`config.mk`:
```
export PLATFORM = sky130hd
export DESIGN_NAME = regfile_wb_arbiter
export DESIGN_NICKNAME = d
export VERILOG_FILES = /design/src/rtl/mips_pkg.sv /design/src/rtl/wb_fifo.sv /design/src/rtl/regfile_wb_arbiter.sv
export SDC_FILE = /design/constraint.sdc
export NUM_CORES = 1
export LEC_CHECK = 0
export CORE_MARGIN = 4
export CORE_UTILIZATION = 53
export CTS_CLUSTER_SIZE = 8
export DETAILED_ROUTE_END_ITERATION = 10
export GPL_ROUTABILITY_DRIVEN = 1
export GPL_TIMING_DRIVEN = 0
export PLACE_DENSITY = 0.86
export SETUP_SLACK_MARGIN = 0.5
export SYNTH_ARGS = -nofsm -noshare
export SYNTH_HDL_FRONTEND = slang
export SYNTH_SLANG_ARGS = --single-unit
```
`constraint.sdc`:
```
create_clock -name clk -period 5.2 [get_ports clk]
set_input_delay 1.04 -clock clk [delete_from_list [all_inputs] [get_ports clk]]
set_output_delay 1.04 -clock clk [all_outputs]
set_load 0.02 [all_outputs]
```
`src/rtl/mips_pkg.sv`:
```
// Shared writeback types and register-file geometry.
package mips_pkg;

  localparam int unsigned REG_ADDR_W = 5;
  localparam int unsigned DATA_W     = 32;
  localparam logic [REG_ADDR_W-1:0] REG_ZERO = 5'd0;

  typedef struct packed {
    logic [REG_ADDR_W-1:0] rd;
    logic [DATA_W-1:0]     data;
  } wb_req_t;

endpackage

```
`src/rtl/wb_fifo.sv`:
```
// Synchronous FIFO of writeback requests with asynchronous reset and occupancy count.
module wb_fifo
  import mips_pkg::*;
#(
  parameter int unsigned DEPTH = 2
) (
  input  logic                      clk,
  input  logic                      reset,
  input  logic                      push,
  input  wb_req_t                   din,
  input  logic                      pop,
  output wb_req_t                   dout,
  output logic                      full,
  output logic                      empty,
  output logic [$clog2(DEPTH):0]    count
);

  localparam int unsigned AW = $clog2(DEPTH);
  localparam int unsigned CW = AW + 1;

  wb_req_t         mem_q [DEPTH];
  logic [AW-1:0]   wr_ptr_q, rd_ptr_q;
  logic [CW-1:0]   count_q;
  logic            do_push, do_pop;

  assign full    = (count_q == CW'(DEPTH));
  assign empty   = (count_q == '0);
  assign do_push = push & ~full;
  assign do_pop  = pop & ~empty;
  assign dout    = mem_q[rd_ptr_q];
  assign count   = count_q;

  always_ff @(posedge clk or posedge reset) begin
    if (reset) begin
      wr_ptr_q <= '0;
      rd_ptr_q <= '0;
      count_q  <= '0;
    end else begin
      if (do_push) wr_ptr_q <= wr_ptr_q + AW'(1);
      if (do_pop)  rd_ptr_q <= rd_ptr_q + AW'(1);
      unique case ({do_push, do_pop})
        2'b10:   count_q <= count_q + CW'(1);
        2'b01:   count_q <= count_q - CW'(1);
        default: count_q <= count_q;
      endcase
    end
  end

  // Storage needs no reset; validity is tracked by the pointers and count.
  always_ff @(posedge clk) begin
    if (do_push) mem_q[wr_ptr_q] <= din;
  end

endmodule

```
`src/rtl/regfile_wb_arbiter.sv`:
```
// Shares the register-file write port between pipeline writeback (A, priority) and a
// buffered long-latency source (B); tracks registers with an outstanding B write.
module regfile_wb_arbiter
  import mips_pkg::*;
#(
  parameter int unsigned FIFO_DEPTH = 2,
  parameter int unsigned NUM_REGS   = 32
) (
  input  logic                          clk,
  input  logic                          reset,
  input  logic                          a_valid,
  input  logic [REG_ADDR_W-1:0]         a_reg,
  input  logic [DATA_W-1:0]             a_data,
  input  logic                          b_valid,
  output logic                          b_ready,
  input  logic [REG_ADDR_W-1:0]         b_reg,
  input  logic [DATA_W-1:0]             b_data,
  input  logic                          issue_valid,
  input  logic [REG_ADDR_W-1:0]         issue_reg,
  input  logic [REG_ADDR_W-1:0]         query_reg1,
  input  logic [REG_ADDR_W-1:0]         query_reg2,
  output logic                          busy1,
  output logic                          busy2,
  output logic                          wr_en,
  output logic [REG_ADDR_W-1:0]         wr_reg,
  output logic [DATA_W-1:0]             wr_data,
  output logic [$clog2(FIFO_DEPTH):0]   pending
);

  logic [NUM_REGS-1:0] busy_q, busy_d;
  logic                a_live;
  logic                fifo_push, fifo_pop, fifo_full, fifo_empty;
  wb_req_t             fifo_din, fifo_head;

  assign a_live    = a_valid & (a_reg != REG_ZERO);
  assign b_ready   = ~fifo_full & ~reset;
  // Reg-0 requests complete the handshake but are never buffered.
  assign fifo_push = b_valid & b_ready & (b_reg != REG_ZERO);
  assign fifo_pop  = ~a_live & ~fifo_empty & ~reset;
  assign fifo_din  = '{rd: b_reg, data: b_data};

  wb_fifo #(
    .DEPTH (FIFO_DEPTH)
  ) u_fifo (
    .clk   (clk),
    .reset (reset),
    .push  (fifo_push),
    .din   (fifo_din),
    .pop   (fifo_pop),
    .dout  (fifo_head),
    .full  (fifo_full),
    .empty (fifo_empty),
    .count (pending)
  );

  always_comb begin
    wr_en   = 1'b0;
    wr_reg  = '0;
    wr_data = '0;
    if (!reset) begin
      if (a_live) begin
        wr_en   = 1'b1;
        wr_reg  = a_reg;
        wr_data = a_data;
      end else if (!fifo_empty) begin
        wr_en   = 1'b1;
        wr_reg  = fifo_head.rd;
        wr_data = fifo_head.data;
      end
    end
  end

  // Clear on drain first so a same-cycle issue to the same register keeps it busy.
  always_comb begin
    busy_d = busy_q;
    if (fifo_pop) busy_d[fifo_head.rd] = 1'b0;
    if (issue_valid && (issue_reg != REG_ZERO)) busy_d[issue_reg] = 1'b1;
    busy_d[0] = 1'b0;
  end

  always_ff @(posedge clk or posedge reset) begin
    if (reset) busy_q <= '0;
    else       busy_q <= busy_d;
  end

  assign busy1 = busy_q[query_reg1];
  assign busy2 = busy_q[query_reg2];

endmodule

```
==> results.yml, run 1 <==
power:
  leakage_nw: 2.643
  p_per_area_mw_per_mm2: 378.5
  peakVddDrop_mv: 0.2800
route:
  wl_per_cell_um: 20.92
  postRouteAntennaNets: 0
  drc_errors: 0
  drt_iter0_markers: 329
  wl_mm: 14.56
  avgViaCountPerCell: 6.144
  num_vias: 4276
  dr.pass1.iters: 5
worst_setup_path:
  crit_required_ns: 4.16
  cp-end-kind: "output pin"
  arrival_ns: 3.58
  worst_setup_path_start_kind: "input port"
  critPathKind: "in -> out"
  path_max_fanout: 10
worst_hold_path:
  hold_class: "reg -> reg"
floorplanning:
  dieWidth_um: 108.4
  die_h_um: 108.4
  die_area_mm2: 0.01174
  rows: 36
  core_mm2: 0.009774
  ios: 137
  initial_core_util_pct: 54.62
synth:
  yosys.area.top_type_share_pct: 41.62
  synth_flop_cell: "edfxtp_1"
  synth.distinct_cells: 48
  synthArstFlopShare_pct: 32.11
  synth-edff-count: 74
  netlist_instances: 414
  synth.area.top_cells: "edfxtp_1 42%, dfrtp_1 16%, mux2i_1 9.4%"
  synth_fp_nets: 509
  synth.ff_latch_count: 109
  yosys_warnings: 0
  yosysSeqAreaShare_pct: 58.03
  yosysMostFrequentCell: "edfxtp_1"
  syn_area_mm2: 0.005339
  synth_top_area_cell: "edfxtp_1"
  synth_commonest_cells: "74 x edfxtp_1, 50 x mux2i_1, 35 x dfrtp_1, 35 x o2bb2ai_1, 19 x o21ai_0"
  avgSynthCellArea_um2: 12.90
timing:
  fin_crit_sh_pct: 88.86
  finalSetupViolCount: 0
  hold_violations: 0
  skew_ns: 0.009368
  rsz0062_at_grt: "true"
  tightest_slew_ns: 0.8502
  max_slew_margin_pct: 43.01
  worst_hold_slack_ns: 0.4869
  slew_violations: 0
  fmax_mhz: 216.4
  period_needed_ns: 4.621
clocking:
  hold_buffers: 0
  cts_buffers: 9
  cts_root_buf: "clkbuf_8"
  clock_latency_ns: 0.38
  cts_tree: "done"
  cts.htree.levels: 3
  clkTransAtPathRegs_ns: 0.10
  cts_buffer_depth: 2
  cts_sinks: 109
global_routing:
  grt_util_all_layers_pct: 25.21
  grt_overflow_total: 0
  grt_max_degree: 33
  antenna_found_initial: 0
  grt_pass1_vias: 4417
  grt_first_pass_wirelength_mm: 22.45
place:
  dp_hpwl_mm: 10.86
  io_buffers: 129
  gp_congestion: 0.8974
cells_and_area:
  regArea_mm2: 0.003098
  multi_input_area_mm2: 0.002095
  fillers: 667
  area_growth_pct: 33.09
  drive_above_1_share_pct: 7.815
  antenna_cells: 0
  postLayoutCoreUtil_pct: 72.70
  fin_nets: 653
run_status:
  status: "finished clean"
run:
  cap_viol_max_count: 0
[worst paths after layout]
| path | start | to | slack [ns] | depth (start not counted) |
|---|---|---|---|---|
| worst max-delay path | a_reg[1] | wr_data[0] | 0.58 | 7 |
| worst min-delay path | busy_q[26] | busy_q[26] | 0.49 | 1 |
| worst max register to register | u_fifo.count[0] | u_fifo.count[1] | 3.02 | 9 |
| worst min register to register | busy_q[26] | busy_q[26] | 0.49 | 1 |
| max in group asynchronous | reset | busy_q[10] | 3.34 | 2 |
| min in group asynchronous | reset | busy_q[29] | 1.34 | 3 |
[cells in the final DEF (no fill, tap or decap), types with 8 or more instances in the layout]
cell / netlist / final
a21o_1: 12 / 12
a21oi_1: 9 / 9
clkbuf_1: 18 / 13
clkbuf_8: 0 / 11
clkdlybuf4s50_1: 0 / 113
dfrtp_1: 35 / 35
dlygate4sd2_1: 0 / 10
edfxtp_1: 74 / 74
inv_1: 17 / 16
mux2i_1: 50 / 50
nand2_1: 13 / 13
nand3_1: 8 / 8
nor2_1: 13 / 10
nor2b_1: 9 / 9
o21ai_0: 19 / 19
o2bb2ai_1: 35 / 35
o41ai_1: 15 / 15
[sequential cells by signal, summed over array words and instances (netlist names)]
signal,cells
u_fifo.count,2
u_fifo.mem_q,74
u_fifo.wr_ptr_q,1
u_fifo.rd_ptr_q,1
busy_q,31
[where the power goes]
group | internal [mW] | switching (mW) | leakage, nW | total [mW]
logic | 0.435 | 0.532 | 1.49 | 0.967
clock network | 0.259 | 0.289 | 0.108 | 0.548
registers | 1.08 | 0.0954 | 1.04 | 1.17
[what timing repair did]
| action | CTS | global route |
|---|---|---|
| setup buffers | 1 | 0 |
| resized for setup | 14 | 13 |
| setup endpoints to repair | 38 | 25 |
| gates cloned | 1 | 0 |
[worst max-delay path, stage by stage]
cell and delay [ns]:
clkdlybuf4s50_1 0.46, or4_4 0.54, o21ai_2 0.27, nand2_1 0.19, clkbuf_2 0.25, o2bb2ai_1 0.19, clkdlybuf4s50_1 0.63
[cell families (layout without fill, tap and decap cells)]
kind of cell,Yosys count,count (layout),share of synthesized area [%]
DFF,109,109,58.03
buffers and inverters,42,191,3.140
xor gates and xnor gates,5,5,0.8202
AOI/OAI and AO/OA,127,127,18.19
muxes,57,57,12.12
and+or+nand+nor,73,73,7.476
adders and majority gates,1,1,0.2343
[metal layers]
layer  routed length, um  share of wire [%]  GRT usage [%]
met5                   0                  0              0
met4                 332                2.3          9.107
met3                1274                8.8          5.493
met2                7209                 50          42.72
met1                5744                 39          32.02
[per-stage QoR]
stage	area, um2	TNS [ns]	worst slack [ns]	cells	total power, mW
after global placement	6797	-0.04488	-0.04488	676	2.106
after CTS	7084	0	0.5324	696	2.686
after global routing	7106	0	0.4943	696	2.812
after detailed placement	6852	-0.08408	-0.08408	678	2.156
final	7106	0	0.5794	696	2.689
after floorplan	5339	0	1.440	414	1.763
[final cells by class]
cell class / instances / share of cell area, %
plain buffers: 25 / 1.550
clock buffers: 13 / 2.835
clock inverters: 3 / 0.2993
inverters: 17 / 0.9509
multi-input cells: 263 / 29.48
flip-flops and latches: 109 / 43.60
well taps: 133 / 2.342
repair buffers: 132 / 18.88
repair inverters: 1 / 0.07043
Note: power is estimated with default switching activity, not from simulation.
==> run 2, diff against run 1 <==
Settings changed: CORE_UTILIZATION 53 to 55, CTS_BUF_LIST from default to sky130_fd_sc_hd__clkbuf_4, PLACE_DENSITY 0.86 to 0.88.
==> run 2 against run 1 <==
Effect of this change:
- cell count fell by 0.57%
- via count increased by 1.4%
- clock-buffer cell count decreased by 3
- clock skew increased by 0.016 ns
- design area down 1.1%
- total power down 3.3%
- global-route usage grew 2.4 points
- non-clock buffer count unchanged
- worst setup slack worse by 0.043 ns
- fmax decreased by 0.91%
- first-iteration DRC count rose by 0.61%
- register-to-register slack lost 0.09 ns
==> results.yml, run 2 (synthesized netlist as in run 1, its figures left out) <==
worst_setup_path:
  arrival_ns: 3.62
  crit_required_ns: 4.16
  crit_chain: "clkdlybuf4s50_1, or4_4, o21ai_2, nand2_1, clkbuf_2, o2bb2ai_1, clkdlybuf4s50_1"
  crit_slowest_cell: "clkdlybuf4s50_1"
  worst_path_most_repeated_cell: "clkdlybuf4s50_1"
  cpPeakStageDelay_ns: 0.64
  critical_path_buf_inv_count: 3
  ff2ff_setup_slack_ns: 2.93
  worst_setup_path_start_kind: "input port"
  crit_family: "buffers and inverters"
  path_max_fanout: 10
  critPathKind: "in -> out"
  cp-end-kind: "output pin"
cells_and_area:
  top_register: "u_fifo.mem_q"
  area_growth_pct: 31.66
  largest_register_ffs: 74
  antenna_cells: 0
  postLayoutCoreUtil_pct: 75.36
  final_cell_area_mm2: 0.007029
  mostFrequentLayoutCells: "116 x clkdlybuf4s50_1, 74 x edfxtp_1, 50 x mux2i_1, 35 x o2bb2ai_1, 35 x dfrtp_1"
  final_common_cell: "clkdlybuf4s50_1"
  drive_above_1_share_pct: 7.815
  final_cells: 692
  fillers: 629
  fin_nets: 653
power:
  combPwrFrac_pct: 37.9
  clkPwrFrac_pct: 17.2
  peakVddDrop_mv: 0.1996
  internal_power_mw: 1.675
  leakage_nw: 2.586
  p_per_area_mw_per_mm2: 370.1
  pwr-share-seq_pct: 44.9
  p_switching_mw: 0.9263
  sw_frac_of_total_pct: 35.61
  finalPower_mw: 2.601
floorplanning:
  ios: 137
  rows: 35
  initial_core_util_pct: 57.24
  die_area_mm2: 0.01135
  die_h_um: 106.5
  core_mm2: 0.009328
  dieWidth_um: 106.5
clocking:
  cts_buffer_depth: 2
  cts_buffers: 9
  cts_tree: "done"
  clkTransAtPathRegs_ns: 0.18
  cts_sinks: 109
  cts.htree.levels: 3
  clock_latency_ns: 0.46
  cts_root_buf: "clkbuf_4"
place:
  io_buffers: 129
  dpl.cell_count: 674
  gp_congestion: 0.9325
  dpl_cell_area_mm2: 0.006854
  dp_slack_ns: -0.2615
  dp_hpwl_mm: 11.58
global_routing:
  grt_pass1_vias: 4730
  grt_max_degree: 31
  antenna_found_initial: 0
  grt_overflow_total: 0
  grt_first_pass_wirelength_mm: 24.31
  grt_util_all_layers_pct: 27.56
timing:
  rsz0062_at_grt: "false"
  tightest_slew_ns: 0.9011
  period_needed_ns: 4.663
  max_slew_margin_pct: 39.59
  hold_violations: 0
  fmax_mhz: 214.4
  skew_ns: 0.02559
  fin_crit_sh_pct: 89.68
  slew_violations: 0
  fin_ws_ns: 0.5368
  finalSetupViolCount: 0
route:
  drt_iter0_markers: 331
  num_vias: 4334
  postRouteAntennaNets: 0
  wl_per_cell_um: 22.22
  avgViaCountPerCell: 6.263
  dr.pass1.iters: 7
  drc_errors: 0
  wl_mm: 15.38
worst_hold_path:
  hold_class: "reg -> reg"
run:
  cap_viol_max_count: 0
run_status:
  status: "finished clean"
-- run 2: area by class of cell --
cell class                      instances  area, um2  area share [%]
Timing Repair Buffer                  132       1345           19.13
Sequential cell                       109       3098           44.07
Timing Repair inverter                  1      5.005         0.07120
Clock buffer                           10      75.07           1.068
Clock inverter                          6      70.07          0.9968
Multi-Input combinational cell        263       2095           29.80
Inverter                               17      67.56          0.9612
Buffer                                 25      112.6           1.602
Tap cell                              129      161.4           2.296
-- run 2: worst paths after layout --
check / cells after the start / end / from
max: 7 / wr_data[20] / a_reg[1]
min: 1 / busy_q[26] / busy_q[26]
max reg2reg: 6 / busy_q[25] / u_fifo.rd_ptr_q
min reg2reg: 1 / busy_q[26] / busy_q[26]
max in group asynchronous: 2 / busy_q[1] / reset
min in group asynchronous: 3 / u_fifo.wr_ptr_q / reset
-- run 2: routing by layer --
metal / up-vias / GRT usage (%) / share of wire (%)
met5: - / 0 / 0
met4: 0 / 11.60 / 3.0
met3: 45 / 6.132 / 8.8
met2: 257 / 48.82 / 51
met1: 2098 / 32.27 / 38
li1: 1934 / - / -
-- run 2: worst register-to-register path: stages, from the launching register on --
cell and delay (ns):
dfrtp_1 0.34, buf_2 0.19, buf_2 0.30, mux2_2 0.41
nor3_1 0.58, o22ai_1 0.20, a21o_1 0.19
-- run 2: power by group through the flow --
| stage | clock (mW) | combinational (mW) | sequential (mW) |
|---|---|---|---|
| 6_report | 0.446 | 0.987 | 1.17 |
| 5_1_grt | 0.472 | 1.06 | 1.18 |
| 4_1_cts | 0.439 | 0.982 | 1.16 |
| 3_5_place_dp | 0 | 0.983 | 1.18 |
| 3_3_place_gp | 0 | 0.932 | 1.18 |
| 2_1_floorplan | 0 | 0.596 | 1.17 |
-- run 2: per-stage QoR --
step	hold WS, ns	TNS, ns
3_5_place_dp	0.4739	-0.2615
3_3_place_gp	0.4627	-0.2106
6_report	0.5051	0
4_1_cts	0.5104	0
5_1_grt	0.5335	0
2_1_floorplan	0.4495	0
-- run 2: repair_timing --
item,4_1_cts,5_1_grt
gates resized for setup,15,10
gates cloned,1,0
hold buffers,0,0
hold endpoints to repair,0,0
setup buffers,1,0
endpoints found under the setup margin,38,20
==> run 3, diff against run 2 <==
Settings changed: CELL_PAD_IN_SITES_DETAIL_PLACEMENT from default to 0, CELL_PAD_IN_SITES_GLOBAL_PLACEMENT from default to 2, CORE_UTILIZATION 55 to 36, PLACE_DENSITY 0.88 to default, PLACE_DENSITY_LB_ADDON from default to 0.1.
==> run 3 against run 2 <==
Effect of this change:
- routed wire length shrank 2.3%
- global-route usage fell by 9.4 points
- non-clock buffer count is 1 higher
- clock skew down 0.018 ns
- critical endpoint is now wr_en
- largest cell class unchanged
==> results.yml, run 3 (synthesized netlist as in run 1, its figures left out) <==
worst_hold_path:
  min_from: "busy_q[27]"
  hold_path_end: "busy_q[27]"
  hold_class: "reg -> reg"
  worstHoldPathCells: 1
worst_setup_path:
  worst_setup_path_start_kind: "input port"
  crit_slowest_cell: "clkdlybuf4s50_1"
  reg2reg_to: "u_fifo.count[1]"
  reg2regPathDepth: 9
  critPathLaunch: "reset"
  crit_chain: "clkdlybuf4s50_1, clkinvlp_4, buf_16, o21ai_0, buf_2, clkbuf_2, o21ai_0, clkdlybuf4s50_1"
  arrival_ns: 3.58
  reg2reg_from: "u_fifo.count[0]"
  ff2ff_setup_slack_ns: 2.99
  critPathKind: "in -> out"
  cpPeakStageDelay_ns: 0.67
  crit_family: "buffers and inverters"
  critical_path_buf_inv_count: 6
  cp-end-kind: "output pin"
  path_max_fanout: 24
  crit_required_ns: 4.16
timing:
  period_needed_ns: 4.624
  worst_hold_slack_ns: 0.4991
  skew_ns: 0.008046
  max_slew_margin_pct: 37.56
  fin_tns_setup_ns: 0
  rsz0062_at_grt: "true"
  fmax_mhz: 216.3
  tightest_slew_ns: 0.9329
  finalSetupViolCount: 0
  fin_crit_sh_pct: 88.92
  slew_violations: 0
  hold_violations: 0
  fin_ws_ns: 0.5763
floorplanning:
  dieWidth_um: 129.8
  core_mm2: 0.01453
  rows: 44
  ios: 137
  initial_core_util_pct: 36.73
  die_h_um: 129.8
  die_area_mm2: 0.01684
global_routing:
  grt_max_degree: 31
  grt_pass1_vias: 4181
  antenna_found_initial: 1
  grt_overflow_total: 0
  grt_util_all_layers_pct: 18.21
  grt_first_pass_wirelength_mm: 23.19
clocking:
  cts_tree: "done"
  clock_latency_ns: 0.47
  cts_sinks: 109
  cts_buffer_depth: 2
  cts_root_buf: "clkbuf_4"
  hold_buffers: 0
  cts_buffers: 9
  cts.htree.levels: 3
  clkTransAtPathRegs_ns: 0.15
route:
  drt_iter0_markers: 172
  postRouteAntennaNets: 0
  drc_errors: 0
  wl_mm: 15.02
  dr.pass1.iters: 4
  avgViaCountPerCell: 5.477
  wl_per_cell_um: 20.08
  num_vias: 4097
run:
  cap_viol_max_count: 0
cells_and_area:
  mostFrequentLayoutCells: "114 x clkdlybuf4s50_1, 74 x edfxtp_1, 50 x mux2i_1, 35 x o2bb2ai_1, 35 x dfrtp_1"
  fin_nets: 653
  final_cell_area_mm2: 0.007158
  top_register: "u_fifo.mem_q"
  postLayoutCoreUtil_pct: 49.25
  final_common_cell: "clkdlybuf4s50_1"
  final_cells: 748
  drive_above_1_share_pct: 7.815
  largest_register_ffs: 74
  area_growth_pct: 34.08
power:
  leakage_nw: 2.636
  p_per_area_mw_per_mm2: 371.4
  peakVddDrop_mv: 0.1776
  finalPower_mw: 2.658
place:
  gp_congestion: 0.8582
  dpl.cell_count: 730
  dp_hpwl_mm: 11.53
  dp_slack_ns: 0.02181
  io_buffers: 129
  dpl_cell_area_mm2: 0.006943
run_status:
  status: "finished clean"
==> run 3: changes by cell type in the layout (fill, tap and decap cells not counted), moves of 2 or more <==
cell             previous run  this run
bufinv_16                   1         3
dlymetal6s2s_1              4         6
clkinvlp_4                  1         3
clkdlybuf4s50_1           116       114
inv_6                       2         0
clkinv_4                    2         0
==> run 3: cell type report <==
type,count,area (um2)
Multi-Input combinational cell,263,2095
Clock inverter,7,113.9
Inverter,17,67.56
Sequential cell,109,3098
Buffer,25,113.9
Timing Repair Buffer,133,1370
Tap cell,184,230.2
Clock buffer,9,67.56
Fill cell,1352,7376
Antenna cell,1,2.502
==> run 3: per-layer routing <==
layer  up-vias  track usage (%)  part of all wire, %  wire length, um
met5         -                0                    0                0
met4         0            7.641                  2.7              410
met3        26            6.918                  9.1             1360
met2       142            28.39                   47             6983
met1      1986            22.82                   42             6263
li1       1943                -                    -                -
==> run 3: repair_timing <==
action,CTS,global route
buffers inserted,1,0
gates resized for setup,16,12
endpoints found under the setup margin,38,25
pin swaps,0,0
==> run 3: worst max-delay path by stage <==
| stage | cells past startpoint | end |
|---|---|---|
| 2_1_floorplan | 5 | wr_en |
| 5_1_grt | 8 | wr_en |
| 3_5_place_dp | 8 | wr_en |
| 4_1_cts | 8 | wr_en |
| 6_report | 8 | wr_en |
| 3_3_place_gp | 7 | wr_en |
==> run 3: power by group <==
| part | switching (mW) | total (mW) | internal [mW] |
|---|---|---|---|
| combinational | 0.533 | 0.972 | 0.439 |
| sequential | 0.0858 | 1.16 | 1.08 |
| clock | 0.281 | 0.522 | 0.241 |
